<file path="src/rtl/riscv_pkg.sv">
// Shared core definitions: XLEN, memory access encodings and the load/store unit state type.
package riscv_pkg;

    localparam int RV_XLEN             = 32;
    localparam int LSU_TIMEOUT_DEFAULT = 64;

    typedef enum logic [2:0] {
        MEM_BYTE   = 3'd0,
        MEM_HALF   = 3'd1,
        MEM_WORD   = 3'd2,
        MEM_BYTE_U = 3'd4,
        MEM_HALF_U = 3'd5
    } mem_op_e;

    typedef enum logic [1:0] {
        LSU_IDLE,
        LSU_REQ,
        LSU_WAIT_RESP
    } lsu_state_e;

endpackage

</file>
<file path="src/rtl/lsu_align.sv">
// Lane placement for stores (byte enables, replicated write data, alignment check)
// and lane extraction with sign/zero extension for load responses.
module lsu_align
    import riscv_pkg::*;
#(
    parameter int XLEN = RV_XLEN
) (
    input  mem_op_e           req_op,
    input  logic [1:0]        req_offset,
    input  logic [XLEN-1:0]   store_data,
    output logic              req_misaligned,
    output logic [3:0]        req_be,
    output logic [XLEN-1:0]   req_wdata,
    input  mem_op_e           rsp_op,
    input  logic [1:0]        rsp_offset,
    input  logic [XLEN-1:0]   rdata,
    output logic [XLEN-1:0]   load_data
);

    logic [7:0]  byte_sel;
    logic [15:0] half_sel;

    function automatic logic [XLEN-1:0] sext_byte(input logic signed [7:0] v);
        logic signed [XLEN-1:0] r;
        r = v;
        return r;
    endfunction

    function automatic logic [XLEN-1:0] sext_half(input logic signed [15:0] v);
        logic signed [XLEN-1:0] r;
        r = v;
        return r;
    endfunction

    always_comb begin
        req_misaligned = 1'b0;
        req_be         = 4'b1111;
        req_wdata      = store_data;
        unique case (req_op)
            MEM_BYTE, MEM_BYTE_U: begin
                req_be    = 4'b0001 << req_offset;
                req_wdata = {4{store_data[7:0]}};
            end
            MEM_HALF, MEM_HALF_U: begin
                req_misaligned = req_offset[0];
                req_be         = 4'b0011 << req_offset;
                req_wdata      = {2{store_data[15:0]}};
            end
            default: begin
                req_misaligned = |req_offset;
            end
        endcase
    end

    // Response lanes: the byte at the offset, the half-word at the even offset.
    always_comb begin
        byte_sel = rdata[{rsp_offset, 3'b000} +: 8];
        half_sel = rdata[{rsp_offset[1], 4'b0000} +: 16];
        unique case (rsp_op)
            MEM_BYTE:   load_data = sext_byte(byte_sel);
            MEM_BYTE_U: load_data = {{(XLEN-8){1'b0}}, byte_sel};
            MEM_HALF:   load_data = sext_half(half_sel);
            MEM_HALF_U: load_data = {{(XLEN-16){1'b0}}, half_sel};
            default:    load_data = rdata;
        endcase
    end

endmodule

</file>
<file path="src/rtl/lsu_ctrl.sv">
// Load/store sequencer: accepts one access from EX/MEM, runs the req/gnt/rvalid
// data-memory handshake, stalls the pipeline meanwhile and reports the outcome as a pulse.
module lsu_ctrl
    import riscv_pkg::*;
#(
    parameter int XLEN           = RV_XLEN,
    parameter int TIMEOUT_CYCLES = LSU_TIMEOUT_DEFAULT
) (
    input  logic              clk,
    input  logic              rst,
    input  logic              ex_valid,
    input  logic              mem_read,
    input  logic              mem_write,
    input  mem_op_e           mem_op,
    input  logic [XLEN-1:0]   addr,
    input  logic [XLEN-1:0]   store_data,
    input  logic              flush,
    output logic              stall,
    output logic [XLEN-1:0]   load_data,
    output logic              load_valid,
    output logic              store_done,
    output logic              misaligned,
    output logic              bus_err,
    output logic              dmem_req,
    output logic              dmem_we,
    output logic [XLEN-1:0]   dmem_addr,
    output logic [3:0]        dmem_be,
    output logic [XLEN-1:0]   dmem_wdata,
    input  logic              dmem_gnt,
    input  logic              dmem_rvalid,
    input  logic [XLEN-1:0]   dmem_rdata
);

    localparam int CNT_W = (TIMEOUT_CYCLES > 2) ? $clog2(TIMEOUT_CYCLES) : 1;

    lsu_state_e        state_q, state_d;
    logic [CNT_W-1:0]  cnt_q;
    logic              drop_q;
    mem_op_e           op_p1;
    logic [1:0]        off_p1;
    logic              is_load_p1;

    logic              accept, misal_start, complete, timeout, set_drop;
    logic              cnt_hit, drop_now;
    logic              req_misaligned;
    logic [3:0]        req_be;
    logic [XLEN-1:0]   req_wdata, ext_data;

    lsu_align #(.XLEN(XLEN)) u_align (
        .req_op         (mem_op),
        .req_offset     (addr[1:0]),
        .store_data     (store_data),
        .req_misaligned (req_misaligned),
        .req_be         (req_be),
        .req_wdata      (req_wdata),
        .rsp_op         (op_p1),
        .rsp_offset     (off_p1),
        .rdata          (dmem_rdata),
        .load_data      (ext_data)
    );

    // The counter hits one cycle early so the bus_err pulse lands TIMEOUT_CYCLES after accept.
    assign cnt_hit  = (cnt_q == CNT_W'(TIMEOUT_CYCLES - 2));
    assign drop_now = drop_q | flush;

    always_ff @(posedge clk) begin
        if (rst) begin
            state_q <= LSU_IDLE;
        end else begin
            state_q <= state_d;
        end
    end

    always_comb begin
        state_d     = state_q;
        stall       = 1'b0;
        accept      = 1'b0;
        misal_start = 1'b0;
        complete    = 1'b0;
        timeout     = 1'b0;
        set_drop    = 1'b0;
        unique case (state_q)
            LSU_IDLE: begin
                if (ex_valid && (mem_read || mem_write) && !flush) begin
                    if (req_misaligned) begin
                        misal_start = 1'b1;
                    end else begin
                        accept  = 1'b1;
                        stall   = 1'b1;
                        state_d = LSU_REQ;
                    end
                end
            end
            LSU_REQ: begin
                stall = 1'b1;
                if (flush && !dmem_gnt) begin
                    state_d = LSU_IDLE;
                end else if (cnt_hit) begin
                    timeout = 1'b1;
                    state_d = LSU_IDLE;
                end else if (dmem_gnt) begin
                    set_drop = flush;
                    state_d  = LSU_WAIT_RESP;
                end
            end
            LSU_WAIT_RESP: begin
                stall    = !drop_q;
                set_drop = flush;
                if (dmem_rvalid) begin
                    complete = 1'b1;
                    state_d  = LSU_IDLE;
                end else if (cnt_hit) begin
                    timeout = 1'b1;
                    state_d = LSU_IDLE;
                end
            end
            default: state_d = LSU_IDLE;
        endcase
    end

    always_ff @(posedge clk) begin
        if (rst) begin
            cnt_q      <= '0;
            drop_q     <= 1'b0;
            op_p1      <= MEM_BYTE;
            off_p1     <= 2'b00;
            is_load_p1 <= 1'b0;
            load_data  <= '0;
            load_valid <= 1'b0;
            store_done <= 1'b0;
            misaligned <= 1'b0;
            bus_err    <= 1'b0;
            dmem_req   <= 1'b0;
            dmem_we    <= 1'b0;
            dmem_addr  <= '0;
            dmem_be    <= 4'b0000;
            dmem_wdata <= '0;
        end else begin
            load_valid <= 1'b0;
            store_done <= 1'b0;
            misaligned <= misal_start;
            bus_err    <= timeout && !drop_now;

            if (accept) begin
                cnt_q      <= '0;
                op_p1      <= mem_op;
                off_p1     <= addr[1:0];
                is_load_p1 <= mem_read;
                dmem_req   <= 1'b1;
                dmem_we    <= !mem_read;
                dmem_addr  <= {addr[XLEN-1:2], 2'b00};
                dmem_be    <= req_be;
                dmem_wdata <= req_wdata;
            end else if (state_q != LSU_IDLE) begin
                cnt_q <= cnt_q + CNT_W'(1);
            end

            if (state_q == LSU_REQ && state_d != LSU_REQ) begin
                dmem_req <= 1'b0;
                dmem_we  <= 1'b0;
            end

            if (state_d == LSU_IDLE) begin
                drop_q <= 1'b0;
            end else if (set_drop) begin
                drop_q <= 1'b1;
            end

            if (complete && !drop_now) begin
                if (is_load_p1) begin
                    load_valid <= 1'b1;
                    load_data  <= ext_data;
                end else begin
                    store_done <= 1'b1;
                end
            end
        end
    end

endmodule

</file>
<file path="config.mk">
export PLATFORM = sky130hd
export DESIGN_NAME = lsu_ctrl
export DESIGN_NICKNAME = d
export VERILOG_FILES = /design/src/rtl/riscv_pkg.sv /design/src/rtl/lsu_align.sv /design/src/rtl/lsu_ctrl.sv
export SDC_FILE = /design/constraint.sdc
export NUM_CORES = 1
export LEC_CHECK = 0
export CORE_AREA = 10 10 117 119
export CTS_CLUSTER_DIAMETER = 50
export CTS_CLUSTER_SIZE = 40
export DETAILED_ROUTE_END_ITERATION = 7
export DIE_AREA = 0 0 127 129
export PLACE_DENSITY = 0.85
export SLEW_MARGIN = 5
export SYNTH_ARGS = -nofsm -noshare
export SYNTH_HDL_FRONTEND = slang
export SYNTH_SLANG_ARGS = --single-unit
</file>
<file path="constraint.sdc">
create_clock -name clk -period 4.85 [get_ports clk]
set_input_delay 1.2125 -clock clk [delete_from_list [all_inputs] [get_ports clk]]
set_output_delay 1.2125 -clock clk [all_outputs]
set_load 0.01 [all_outputs]
</file>
==> flow_summary.toml <==
[clocking]
post_cts_buffers = 0
clkLatencyLatePin_ns = 0.41
cts_tree = "built"
cts-resized-gates = 0
max-clock-path-buffers = 2
holdBufCountCts = 0
htree_levels = 4
clk_pin_slew_ns = 0.05
cts_buffers = 17
cts_sinks = 119
cts_root_buffer = "clkbuf_16"

[timing]
max_freq_ghz = 0.225
drv_slew = 0
setup_tns_ns = 0
min_period_over_period = 0.916
rsz0062_at_grt = "false"
slew-limit-headroom = 0.321
tightest_slew_ns = 1.02
setup_viol = 0
hold_viol = 0
period_needed_ns = 4.44
hold_ws_ns = 0.454
finClkSkew_ns = 0.00528

[synthesis]
synth_ff_type = "dfxtp_1"
synth.cell_area_mm2 = 0.00521
synth-seq-area-share = 0.458
syn_avg_cell_area_um2 = 8.37
synth-seq-cells = 119
netlist.area_leader.share = 0.458
yosys.area.top_type = "dfxtp_1"
ys_types = 55
synth_area_leaders = "dfxtp_1 46%, nand2_1 11%, a21oi_1 5.8%"
synth_edf_count = 0
async_reset_ff_frac = 0
syn_inst = 622
ys_warn_count = 0

[setup_path]
reg2reg_slack_ns = 2.23
crit-reg2reg-launch = "state_q[0]"
reg2reg_depth = 7
path_max_fanout = 7
crit_path_start_kind = "input port"
setup.worst_path.end = "stall"
worstSetupEndpointType = "primary output"
worstPathArrival_ns = 3.23
worstReg2RegEnd = "dmem_be[2]"
critPathKind = "in -> out"
crit_start = "mem_op[1]"
cp_data_required_time_ns = 3.64

[pwr]
p_comb_frac = 0.125
leakagePower_nw = 2.82
p_sw_frac = 0.232
max-vdd-ir-drop_uv = 238
p_int_mw = 1.91
switching_power_mw = 0.577
p_per_area_mw_per_mm2 = 316
clockPowerShare = 0.464
p_total_mw = 2.49
pwr-share-seq = 0.411

[placement]
io_buffers = 211
dp.cells = 939
place.gp.congestion = 0.918
dp_hpwl_um = 13300

[floorplan]
rows = 39
coreArea_mm2 = 0.0113
start_util = 0.460
die-height_um = 129
ios = 214
die_w_um = 127
die-area_mm2 = 0.0164

[final_layout]
syn2layout_area_growth_pct = 51.2
nets = 928
nFillCells = 890
diodes = 0
final_cells = 970
drive_gt1_frac = 0.0568

[hold_path]
hp-class = "reg -> reg"

[flow_run]
drv_cap = 0

[grt]
antenna_found_initial = 0
overflow = 0
grt_max_degree = 95
grt_pass1_wl_um = 27800
grt_pass1_vias = 5203
grt_usage = 0.210

[drt]
via_count = 5276
wl_per_cell_um = 18.6
ant_nets = 0
drt-vias-per-instance = 5.44
firstDrtPassIters = 6
drc = 0
drtIter0Drc = 416
wl_um = 18000

[status]
status = "complete, no violations"
## power groups by stage
stage                     clock (mW)  sequential [mW]  combinational (mW)
after floorplan                    0             1.05               0.128
after global placement             0             1.04               0.299
after detailed placement           0             1.04               0.306
after CTS                       1.18             1.02               0.309
after global routing            1.22             1.03               0.333
final                           1.16             1.02               0.310
## routing by layer
metal,vias to the layer above,routed length [µm],track usage
li1,2544,-,-
met1,2491,6900,0.226
met2,210,9300,0.373
met3,31,1460,0.0698
met4,0,380,0.0851
met5,-,0,0
## worst min path at each step
stage / startpoint / depth (start not counted) / endpoint / slack, ns
finish: dmem_wdata[21] / 2 / dmem_wdata[21] / 0.45
global route: dmem_wdata[21] / 2 / dmem_wdata[21] / 0.48
CTS: dmem_wdata[25] / 2 / dmem_wdata[25] / 0.46
detailed placement: dmem_wdata[21] / 2 / dmem_wdata[21] / 0.45
global placement: dmem_wdata[22] / 2 / dmem_wdata[22] / 0.43
floorplan: is_load_p1 / 1 / store_done / 0.43
## flip-flops by register name, indices dropped and copies added (netlist names)
register	cells
misaligned	1
bus_err	1
load_valid	1
state_q	2
dmem_addr	30
dmem_req	1
dmem_wdata	32
load_data	32
dmem_we	1
store_done	1
op_p1	3
off_p1	2
dmem_be	4
is_load_p1	1
drop_q	1
cnt_q	6
## layout by cell type, fill, tap and decap left out, drive strengths merged, types with 3 or more instances in the layout
cell	count
dfxtp	119
o211ai	8
o221ai	7
a311oi	9
or3	3
nand2b	3
a2bb2oi	5
nor2b	6
a21oi	60
clkinv	3
buf	9
nor3	11
nor2	59
ha	6
o21ai	15
nand2	149
xor2	3
clkdlybuf4s50	210
mux2i	27
inv	12
a22o	9
a211oi	27
clkbuf	29
## cell usage after synthesis (all sizes together), types with 3 or more instances
cell type	instances
nor3	11
a21oi	60
o211ai	8
a311oi	9
nand2b	3
or3	3
dfxtp	119
buf	22
mux2i	27
a2bb2oi	5
xor2	3
ha	6
o221ai	7
nor2b	6
a211oi	27
inv	12
nand2	149
nor2	59
o21ai	15
clkbuf	24
a22o	9
## logic make-up (layout without fill, tap and decap cells)
| logic type | Yosys count | count (layout) | share of synthesized area |
|---|---|---|---|
| and+or+nand+nor | 242 | 242 | 0.191 |
| AOI/OAI and AO/OA | 160 | 160 | 0.212 |
| DFF | 119 | 119 | 0.458 |
| buffers and inverters | 59 | 263 | 0.0555 |
| muxes | 30 | 30 | 0.0606 |
| adders and majority gates | 6 | 6 | 0.0144 |
| xor gates and xnor gates | 5 | 5 | 0.00841 |
| other | 1 | 2 | 0.000720 |
## metrics by stage
stage,utilization,setup slack (ns),cell area (µm²)
floorplan,-,1.03,5210
detailed placement,0.647,0.440,7320
global placement,0.647,0.463,7320
finish,0.696,0.408,7870
CTS,0.696,0.412,7870
global route,0.696,0.324,7870
## worst max-delay path: stages
cell and delay (ns):
clkdlybuf4s50_1 0.58, or2_1 0.34, a2111oi_4 0.32, nor3_1 0.09, nor2_1 0.12, clkdlybuf4s50_1 0.56
## area by class of cell
type | instances | area (µm²) | share of cell area
Inverter | 13 | 48.8 | 0.00620
Clock buffer | 29 | 541 | 0.0686
Tap cell | 143 | 179 | 0.0227
Timing Repair Buffer | 219 | 2170 | 0.276
Sequential cell | 119 | 2380 | 0.303
Multi-Input combinational cell | 445 | 2540 | 0.323
Clock inverter | 2 | 10.0 | 0.00127
Power figures use the tool's default switching activity.
